### src/rtl/ensemble_vote_accumulator_if.sv
// Handshake bundle between the ensemble members' final LUT layers and the
// vote accumulator. The input side carries one member's packed per-class
// codes. The output side carries the winning class and its summed score.
interface ensemble_vote_accumulator_if #(
    parameter int NUM_CLASSES = 5,
    parameter int CODE_BITS   = 2,
    parameter int NUM_MEMBERS = 4,
    parameter int CLS_BITS    = 3
);
    localparam int SUM_BITS = CODE_BITS + $clog2(NUM_MEMBERS);

    logic                              in_valid;
    logic                              in_ready;
    logic [NUM_CLASSES*CODE_BITS-1:0]  in_codes;
    logic                              out_valid;
    logic                              out_ready;
    logic [CLS_BITS-1:0]               out_class;
    logic [SUM_BITS-1:0]               out_score;

    // Producer side: drives member vectors and accepts results
    modport master (
        output in_valid,
        output in_codes,
        output out_ready,
        input  in_ready,
        input  out_valid,
        input  out_class,
        input  out_score
    );

    // Accumulator side
    modport slave (
        input  in_valid,
        input  in_codes,
        input  out_ready,
        output in_ready,
        output out_valid,
        output out_class,
        output out_score
    );
endinterface

### src/rtl/ensemble_vote_accumulator.sv
// Ensemble vote accumulator.
// Sums the 2-bit per-class codes of NUM_MEMBERS ensemble members, then scans
// the class sums one per cycle to find the argmax. Ties go to the lower index.
// The winner is held on a valid/ready output until it is taken. Only one
// result is in flight at a time.
module ensemble_vote_accumulator #(
    parameter int NUM_CLASSES = 5,
    parameter int CODE_BITS   = 2,
    parameter int NUM_MEMBERS = 4,
    parameter int CLS_BITS    = 3
) (
    input logic                        clk,
    input logic                        rst_n,
    ensemble_vote_accumulator_if.slave bus
);

    localparam int SUM_BITS = CODE_BITS + $clog2(NUM_MEMBERS);
    localparam int CNT_BITS = (NUM_MEMBERS > 1) ? $clog2(NUM_MEMBERS) : 1;
    localparam int IDX_BITS = $clog2(NUM_CLASSES + 1);

    typedef enum logic [1:0] {
        ACCUM  = 2'd0,
        ARGMAX = 2'd1,
        OUTPUT = 2'd2
    } state_t;

    state_t               state;
    state_t               next_state;

    logic                 in_ready_c;
    logic                 out_valid_c;
    logic                 in_fire;
    logic                 out_fire;

    logic [CNT_BITS-1:0]  member_cnt;
    logic                 first_member;
    logic                 last_member;

    logic [CODE_BITS-1:0] codes [NUM_CLASSES];
    logic [SUM_BITS-1:0]  sums  [NUM_CLASSES];

    logic [IDX_BITS-1:0]  scan_idx;
    logic                 scan_done;
    logic [SUM_BITS-1:0]  cand_sum;
    logic                 take_cand;
    logic [SUM_BITS-1:0]  best_score;
    logic [CLS_BITS-1:0]  best_class;

    logic [CLS_BITS-1:0]  out_class_q;
    logic [SUM_BITS-1:0]  out_score_q;

    assign first_member = (member_cnt == '0);
    assign last_member  = (member_cnt == CNT_BITS'(NUM_MEMBERS - 1));
    assign scan_done    = (scan_idx == IDX_BITS'(NUM_CLASSES));

    assign in_fire  = bus.in_valid & in_ready_c;
    assign out_fire = out_valid_c & bus.out_ready;

    assign bus.in_ready  = in_ready_c;
    assign bus.out_valid = out_valid_c;
    assign bus.out_class = out_class_q;
    assign bus.out_score = out_score_q;

    // Update the state register. Reset discards any partial ensemble or pending result.
    always_ff @(posedge clk or negedge rst_n) begin
        if (!rst_n) begin
            state <= ACCUM;
        end else begin
            state <= next_state;
        end
    end

    // Compute the next state and the handshake flags, which depend only on the state.
    always_comb begin
        next_state  = state;
        in_ready_c  = 1'b0;
        out_valid_c = 1'b0;
        case (state)
            ACCUM: begin
                in_ready_c = 1'b1;
                if (bus.in_valid && last_member) begin
                    next_state = ARGMAX;
                end
            end
            ARGMAX: begin
                if (scan_done) begin
                    next_state = OUTPUT;
                end
            end
            OUTPUT: begin
                out_valid_c = 1'b1;
                if (bus.out_ready) begin
                    next_state = ACCUM;
                end
            end
            default: begin
                next_state = ACCUM;
            end
        endcase
    end

    // Unpack the incoming vector into one code per class.
    always_comb begin
        for (int i = 0; i < NUM_CLASSES; i++) begin
            codes[i] = bus.in_codes[i*CODE_BITS +: CODE_BITS];
        end
    end

    // Count accepted members. Wrap to zero on the member that completes the ensemble.
    always_ff @(posedge clk or negedge rst_n) begin
        if (!rst_n) begin
            member_cnt <= '0;
        end else if (in_fire) begin
            if (last_member) begin
                member_cnt <= '0;
            end else begin
                member_cnt <= member_cnt + CNT_BITS'(1);
            end
        end
    end

    // Accumulate per-class sums. The first member loads, later members add, and the sums clear once the result is taken.
    always_ff @(posedge clk or negedge rst_n) begin
        if (!rst_n) begin
            for (int i = 0; i < NUM_CLASSES; i++) begin
                sums[i] <= '0;
            end
        end else if (in_fire) begin
            for (int i = 0; i < NUM_CLASSES; i++) begin
                if (first_member) begin
                    sums[i] <= SUM_BITS'(codes[i]);
                end else begin
                    sums[i] <= sums[i] + SUM_BITS'(codes[i]);
                end
            end
        end else if (out_fire) begin
            for (int i = 0; i < NUM_CLASSES; i++) begin
                sums[i] <= '0;
            end
        end
    end

    // Select the sum of the class under scan. A strict compare keeps the lowest index on ties.
    always_comb begin
        cand_sum = '0;
        for (int k = 0; k < NUM_CLASSES; k++) begin
            if (scan_idx == IDX_BITS'(k)) begin
                cand_sum = sums[k];
            end
        end
        take_cand = (scan_idx == '0) || (cand_sum > best_score);
    end

    // Scan one class per cycle. The extra cycle at scan_done hands over to the output stage.
    always_ff @(posedge clk or negedge rst_n) begin
        if (!rst_n) begin
            scan_idx   <= '0;
            best_score <= '0;
            best_class <= '0;
        end else if (state == ARGMAX) begin
            if (scan_done) begin
                scan_idx <= '0;
            end else begin
                if (take_cand) begin
                    best_score <= cand_sum;
                    best_class <= CLS_BITS'(scan_idx);
                end
                scan_idx <= scan_idx + IDX_BITS'(1);
            end
        end
    end

    // Capture the winner when entering OUTPUT. It then stays stable until the next result.
    always_ff @(posedge clk or negedge rst_n) begin
        if (!rst_n) begin
            out_class_q <= '0;
            out_score_q <= '0;
        end else if ((state == ARGMAX) && scan_done) begin
            out_class_q <= best_class;
            out_score_q <= best_score;
        end
    end

endmodule

### src/flat_wrapper.sv
// flat-port wrapper written by rule: the top's interface ports become plain ports
module ensemble_vote_accumulator_flat 
#(
    parameter int NUM_CLASSES = 5,
    parameter int CODE_BITS   = 2,
    parameter int NUM_MEMBERS = 4,
    parameter int CLS_BITS    = 3
)
  (clk, rst_n, bus_in_valid, bus_in_codes, bus_out_ready, bus_in_ready, bus_out_valid, bus_out_class, bus_out_score);
  ensemble_vote_accumulator_if #(.NUM_CLASSES(NUM_CLASSES), .CODE_BITS(CODE_BITS), .NUM_MEMBERS(NUM_MEMBERS), .CLS_BITS(CLS_BITS)) bus_i ();
  input logic clk;
  input logic rst_n;
  input wire logic [$bits(bus_i.in_valid)-1:0] bus_in_valid;
  input wire logic [$bits(bus_i.in_codes)-1:0] bus_in_codes;
  input wire logic [$bits(bus_i.out_ready)-1:0] bus_out_ready;
  output wire logic [$bits(bus_i.in_ready)-1:0] bus_in_ready;
  output wire logic [$bits(bus_i.out_valid)-1:0] bus_out_valid;
  output wire logic [$bits(bus_i.out_class)-1:0] bus_out_class;
  output wire logic [$bits(bus_i.out_score)-1:0] bus_out_score;
  assign bus_i.in_valid = bus_in_valid;
  assign bus_i.in_codes = bus_in_codes;
  assign bus_i.out_ready = bus_out_ready;
  assign bus_in_ready = bus_i.in_ready;
  assign bus_out_valid = bus_i.out_valid;
  assign bus_out_class = bus_i.out_class;
  assign bus_out_score = bus_i.out_score;
  ensemble_vote_accumulator #(.NUM_CLASSES(NUM_CLASSES), .CODE_BITS(CODE_BITS), .NUM_MEMBERS(NUM_MEMBERS), .CLS_BITS(CLS_BITS)) u_core (.clk(clk), .rst_n(rst_n), .bus(bus_i));
endmodule
### config.mk
export PLATFORM = sky130hd
export DESIGN_NAME = ensemble_vote_accumulator_flat
export DESIGN_NICKNAME = d
export VERILOG_FILES = /design/src/rtl/ensemble_vote_accumulator_if.sv /design/src/rtl/ensemble_vote_accumulator.sv /design/src/flat_wrapper.sv
export SDC_FILE = /design/constraint.sdc
export NUM_CORES = 1
export LEC_CHECK = 0
export ABC_AREA = 0
export CORE_MARGIN = 5
export CORE_UTILIZATION = 60
export CTS_CLUSTER_SIZE = 40
export DETAILED_ROUTE_END_ITERATION = 8
export PLACE_DENSITY_LB_ADDON = 0.25
export SYNTH_ARGS = -nofsm -noshare
export SYNTH_HDL_FRONTEND = slang
export SYNTH_SLANG_ARGS = --single-unit
### constraint.sdc
create_clock -name clk -period 4.58 [get_ports clk]
set_input_delay 1.145 -clock clk [delete_from_list [all_inputs] [get_ports clk]]
set_output_delay 1.145 -clock clk [all_outputs]
set_load 0.05 [all_outputs]
==> results by group, run 1 <==
Detailed routing
  – Drc violations: 0
  – DRT iter0 DRCs: 88
  – Final WL: 4840 microns
  – Avg Vias per Cell: 5.88
  – Final ANT Viol Nets: 0
  – Pre-antenna DRT Iters: 4
  – Wire per inst: 15.7 microns
  – Vias: 1810

CTS
  – Clk sinks: 41
  – H-tree depth: 2
  – Cts hold-fix bufs: 0
  – Clk Latency, worst-skew pair: 0.30 ns
  – CTS Buffer Depth: 2
  – Post-CTS setup buffer count: 0
  – Post-cts resize count: 0
  – CTS tree: yes
  – CTS clock-pin slew for the worst setup and hold paths: 0.07 ns
  – CTS buffer count: 5
  – Root buf cell: clkbuf_8

Power and ir drop
  – Internal: 1.10 mW
  – Pwr dens: 708 nW/um^2
  – Peak supply drop: 0.471 mV
  – Sw Ratio: 43.8%
  – Leakage Power: 1.31 nW
  – Sw Pwr: 859 uW
  – Clock power frac: 13.1%
  – Gate power share: 52.2%
  – Reg power frac: 34.7%

Setup path
  – Reg2Reg Depth: 9
  – Family with the most delay on the worst path: compound AO/OA/AOI/OAI gates
  – RR Endpoint: u_core.best_class[1]$_DFFE_PN0P_
  – Reg2reg start: u_core.scan_idx[1]$_DFFE_PN0N_
  – Critical path class: flop to flop
  – Crit-path max cell delay: 0.70 ns
  – CP endpoint kind: flop
  – Worst path depth: 9
  – CP Data Required Time: 4.76 ns
  – Crit-path max FO: 13
  – Worst path slowest cell: dfrtp_1
  – R2r setup slk: 1.50 ns
  – Critical Path, Cell by Cell: and2_1 -> ha_1 -> nor2_1 -> a221o_1 -> ha_1 -> a21oi_1 -> a31oi_1 -> o21ai_2 -> mux2_2
  – Arr. time, crit path: 3.25 ns
  – CP bufs+invs: 0
  – CP startpoint kind: flop
  – Setup crit end: u_core.best_class[1]$_DFFE_PN0P_
  – Worst setup startpoint: u_core.scan_idx[1]$_DFFE_PN0N_
  – Worst path most repeated cell: ha_1

Floorplan
  – Die Height: 73.7 microns
  – Core ar.: 3970 sq um
  – Initial Utilization: 61.3%
  – Die ar.: 5430 sq um
  – # IOs: 23
  – Die width: 73.7 microns
  – # rows: 23

STA
  – Fin crit share: 67.2%
  – Final Hold Violating Endpoints: 0
  – Hold slack: 0.504 ns
  – RSZ-0062 raised after global routing: no
  – Pins Over Slew Limit: 0
  – Worst-margin pin slew: 0.950 ns
  – Final min period: 3.08 ns
  – Worst clock skew: 0.00898 ns
  – Final setup fails: 0
  – Slew HR: 36.5%
  – FMAX: 325 MHz
  – Setup TNS: 0 ns

Logic synthesis
  – Sequential area share after synthesis: 42.1%
  – Mapped cell area: 2430 sq um
  – Yosys warns: 0
  – Synth Instances: 236
  – Syn nets: 272
  – Distinct cells, synth: 37
  – Syn_area_per_cell: 10.3 sq um
  – Flops & latches, synth: 41

GRT
  – Number of global-route vias before repair: 1811
  – GRT overflow: 0
  – Largest net degree at the start of global routing: 42
  – Initial antenna violation count: 0
  – All-Layer GR Usage: 20.0%
  – First-pass GRT wire length: 8270 microns

Layout
  – Share of cells above drive strength 1: 12.4%
  – Syn-to-layout area delta: 14.0%
  – Most common cell after layout, fill and taps aside: dfrtp_1
  – Most used cells in the layout excluding fill and tap cells: dfrtp_1, o21ai_0, inv_1
  – Storage element area: 1030 sq um
  – Number of fillers in the final layout: 297
  – Multi-input gate area: 1270 sq um
  – Antenna Diode Count: 0
  – Nets: 293

Hold path
  – Start point of the worst hold path: u_core.best_class[2]$_DFFE_PN0P_
  – Type of the worst min-delay path: flop to flop

Flow run
  – # Max-Cap Violations: 0

Placed design
  – Routability congestion estimate: 0.812
  – IO buf count: 22
  – Detailed Place HPWL: 3520 microns

Run status
  – Outcome: completed
[routing by layer]
metal	track usage, %	wire length (microns)	up-vias
met1	27.0	2210	888
met3	3.01	209	13
met4	9.26	113	0
met5	0	0	-
met2	31.4	2310	42
li1	-	-	867
[cell families after synthesis]
logic type | share of synthesized area (%)
compound gates | 15.5
xor+xnor | 0.360
fa+ha+maj | 12.8
buf+inv | 5.76
flops | 42.1
mux | 11.1
simple gates | 12.3
[worst min-delay path by stage]
stage                                                  end  slack, ns  cells after the start
final                     u_core.best_class[2]$_DFFE_PN0P_       0.50                      1
after global routing      u_core.best_class[2]$_DFFE_PN0P_       0.52                      1
after CTS                       u_core.sums[7]$_DFFE_PN0P_       0.49                      1
after detailed placement       u_core.sums[11]$_DFFE_PN0P_       0.48                      1
after global placement          u_core.sums[7]$_DFFE_PN0P_       0.46                      1
after floorplan                 u_core.sums[7]$_DFFE_PN0P_       0.44                      1
[worst register-to-register path, delay by kind of cell (launching register included)]
kind                       cells  cell delay (ns)
AOI/OAI and AO/OA              4             1.00
DFF                            1             0.70
adders and majority gates      2             0.55
muxes                          1             0.40
and+or+nand+nor                2             0.31
[synth_stat cells]
master     count  area share (%)
and4_1         1            0.36
o21ai_0       26             5.3
a21oi_1       12             2.5
o311a_2        1            0.46
nor4_4         1            0.87
and2_1         6             1.5
nand4b_1       1            0.36
nor2b_1        2            0.51
a21o_1         7             2.2
nor3_1         2            0.41
buf_2          4            0.82
fa_1           5             4.1
o21ai_2        1            0.36
o31ai_1        5             1.5
a22oi_1        1            0.31
and3_1         3            0.77
or3b_1         1            0.36
mux2i_1        9             3.7
nor3b_1        1            0.31
dfrtp_1       41              42
a21boi_0       1            0.31
clkbuf_1       4            0.62
or3b_4         1            0.46
mux2_2        16             7.4
nand3_1        8             1.6
or4b_2         1            0.41
nor2_1         9             1.4
xnor2_1        1            0.36
nand2_1       13             2.0
buf_6          1            0.46
a31oi_1        1            0.26
ha_1          17             8.7
nand2b_1       1            0.26
inv_1         25             3.9
a221o_1        3             1.2
o2bb2ai_1      3             1.1
nor4b_2        1            0.62
[sequential cells by signal, summed over array words and instances, names as in the netlist]
| signal | count |
|---|---|
| u_core.member_cnt | 2 |
| u_core.scan_idx | 3 |
| u_core.state | 2 |
| u_core.best_score | 4 |
| u_core.bus.out_class | 3 |
| u_core.sums | 20 |
| u_core.best_class | 3 |
| u_core.bus.out_score | 4 |
[stage by stage]
step                power [mW]  instances  worst slack, ns  instance area (sq um)  util (%)
floorplan                 1.44        236             1.91                   2430         -
global placement          1.66        300             1.60                   2670      67.3
detailed placement        1.71        300             1.51                   2670      67.3
CTS                       1.98        308             1.51                   2780      69.9
global route              2.13        308             1.30                   2780      69.9
finish                    1.96        308             1.50                   2780      69.9
[cell type report]
cell class,count,area share [%]
inverters,25,3.38
flip-flops and latches,41,37.0
repair buffers,23,8.03
clock inverters,1,0.180
clock buffers,7,3.47
multi-input cells,161,45.7
well taps,50,2.25
[power groups by stage]
stage	sequential [mW]	clock (mW)	combinational (mW)
global route	0.705	0.280	1.14
finish	0.681	0.258	1.02
floorplan	0.705	0	0.732
detailed placement	0.683	0	1.03
global placement	0.673	0	0.987
CTS	0.678	0.263	1.04
(Power assumes the default switching activity.)
==> run 2, diff against run 1 <==
- CORE_UTILIZATION: 60 -> 52
- clock period: 4.58 -> 2.8 ns (I/O delays scaled with it)
==> run 2 against run 1 <==
Clock-buffer cell count unchanged. Non-clock buffer count up 9. Worst hold slack worse by 0.016 ns. Via count down 0.39%. Design area up 3.8%. Register-to-register slack worse by 1.4 ns. Final cell count up 3.6%. Combinational power up 85%. Wire length down 5.7%. Critical path depth down 1.
==> results by group, run 2 (synthesized netlist as in run 1, its figures left out) <==
Run status
  – Outcome: completed

CTS
  – Cts hold-fix bufs: 0
  – CTS tree: yes
  – Clk Latency, worst-skew pair: 0.29 ns
  – CTS buffer count: 5
  – CTS Buffer Depth: 2
  – CTS clock-pin slew for the worst setup and hold paths: 0.08 ns
  – H-tree depth: 2
  – Clk sinks: 41
  – Root buf cell: clkbuf_8

Layout
  – Nets: 302
  – Most flops, register: u_core.sums
  – Most used cells in the layout excluding fill and tap cells: dfrtp_1, o21ai_0, inv_1
  – Syn-to-layout area delta: 18.3%
  – Number of fillers in the final layout: 373
  – Share of cells above drive strength 1: 17.6%
  – Antenna Diode Count: 0
  – Max reg flops: 20
  – Most common cell after layout, fill and taps aside: dfrtp_1

Floorplan
  – Core ar.: 4440 sq um
  – Die width: 78.4 microns
  – Die ar.: 6150 sq um
  – Die Height: 78.4 microns
  – # IOs: 23
  – # rows: 24
  – Initial Utilization: 54.8%

Placed design
  – Detailed Place HPWL: 3340 microns
  – Setup WS pre-CTS: 0.0261 ns
  – IO buf count: 22
  – Routability congestion estimate: 0.762

Setup path
  – Arr. time, crit path: 2.85 ns
  – Crit-path max FO: 7
  – CP endpoint kind: flop
  – CP Data Required Time: 2.97 ns
  – CP startpoint kind: flop
  – Reg2Reg Depth: 8
  – Critical path class: flop to flop

STA
  – Setup TNS: 0 ns
  – Worst clock skew: 0.00819 ns
  – Worst-margin pin slew: 0.905 ns
  – Slew HR: 39.7%
  – Final setup fails: 0
  – Pins Over Slew Limit: 0
  – RSZ-0062 raised after global routing: no
  – Setup ws final: 0.122 ns
  – Final min period: 2.68 ns
  – Final Hold Violating Endpoints: 0
  – Fin crit share: 95.7%
  – FMAX: 373 MHz

Power and ir drop
  – Total power: 3.38 mW
  – Leakage Power: 1.36 nW
  – Peak supply drop: 0.807 mV
  – Pwr dens: 1170 nW/um^2

GRT
  – Number of global-route vias before repair: 1729
  – Largest net degree at the start of global routing: 42
  – First-pass GRT wire length: 8040 microns
  – Initial antenna violation count: 0
  – GRT overflow: 0
  – All-Layer GR Usage: 16.3%

Detailed routing
  – Drc violations: 0
  – Wire per inst: 14.3 microns
  – Vias: 1803
  – Final WL: 4570 microns
  – Pre-antenna DRT Iters: 4
  – DRT iter0 DRCs: 75
  – Avg Vias per Cell: 5.65
  – Final ANT Viol Nets: 0

Hold path
  – Type of the worst min-delay path: flop to flop
  – Hold Crit Depth: 1

Flow run
  – # Max-Cap Violations: 0
[run 2: cell count changes in the layout (fill, tap and decap cells not counted), sizes merged]
cell,change
buf,+9
[run 2: area by class of cell]
cell class	instances	area, sq um	share of cell area [%]
inverter	25	93.8	3.26
multi-input combinational	161	1300	45.2
clock inverter	1	5.00	0.174
tap	52	65.1	2.26
timing repair buffer	32	290	10.1
clock buffer	7	96.3	3.34
sequential	41	1030	35.7
[run 2: repair_timing]
action / in CTS / in global routing
resized for setup: 0 / 7
setup endpoints to repair: 0 / 6
buffers inserted: 0 / 2
[run 2: stage by stage]
stage               hold WS, ns  std cells  instance area, sq um  utilization [%]
global route              0.509        319                  2880             64.8
global placement          0.475        309                  2730             61.4
CTS                       0.490        317                  2830             63.7
finish                    0.488        319                  2880             64.8
detailed placement        0.480        309                  2730             61.4
floorplan                 0.404        236                  2430                -
[run 2: worst paths after layout]
path / startpoint / to / slack (ns)
max in group asynchronous: rst_n / u_core.scan_idx[0]$_DFFE_PN0N_ / 1.64
min in group asynchronous: rst_n / u_core.sums[16]$_DFFE_PN0P_ / 0.53
min: u_core.sums[19]$_DFFE_PN0P_ / u_core.sums[19]$_DFFE_PN0P_ / 0.49
max reg2reg: u_core.scan_idx[0]$_DFFE_PN0N_ / u_core.best_class[2]$_DFFE_PN0P_ / 0.12
min reg2reg: u_core.sums[19]$_DFFE_PN0P_ / u_core.sums[19]$_DFFE_PN0P_ / 0.49
max: u_core.scan_idx[0]$_DFFE_PN0N_ / u_core.best_class[2]$_DFFE_PN0P_ / 0.12
[run 2: power by group]
| group | switching [mW] | internal, mW | leakage, nW |
|---|---|---|---|
| clock | 0.198 | 0.223 | 0.0542 |
| sequential | 0.218 | 0.847 | 0.524 |
| combinational | 1.03 | 0.865 | 0.780 |
[run 2: critical path, stage by stage, from the launching register on]
cell and delay [ns]:
dfrtp_2 0.43, or3b_4 0.41, and3_1 0.19, a221o_1 0.31, ha_4 0.30, and4_1 0.21, a31oi_2 0.06, o21ai_4 0.29
mux2_2 0.37
[run 2: metal layers]
metal / GRT usage [%] / wire, microns / up-vias
li1: - / - / 893
met1: 21.7 / 2190 / 875
met2: 26.8 / 2130 / 28
met3: 4.58 / 188 / 7
met4: 3.50 / 53 / 0
met5: 0 / 0 / -
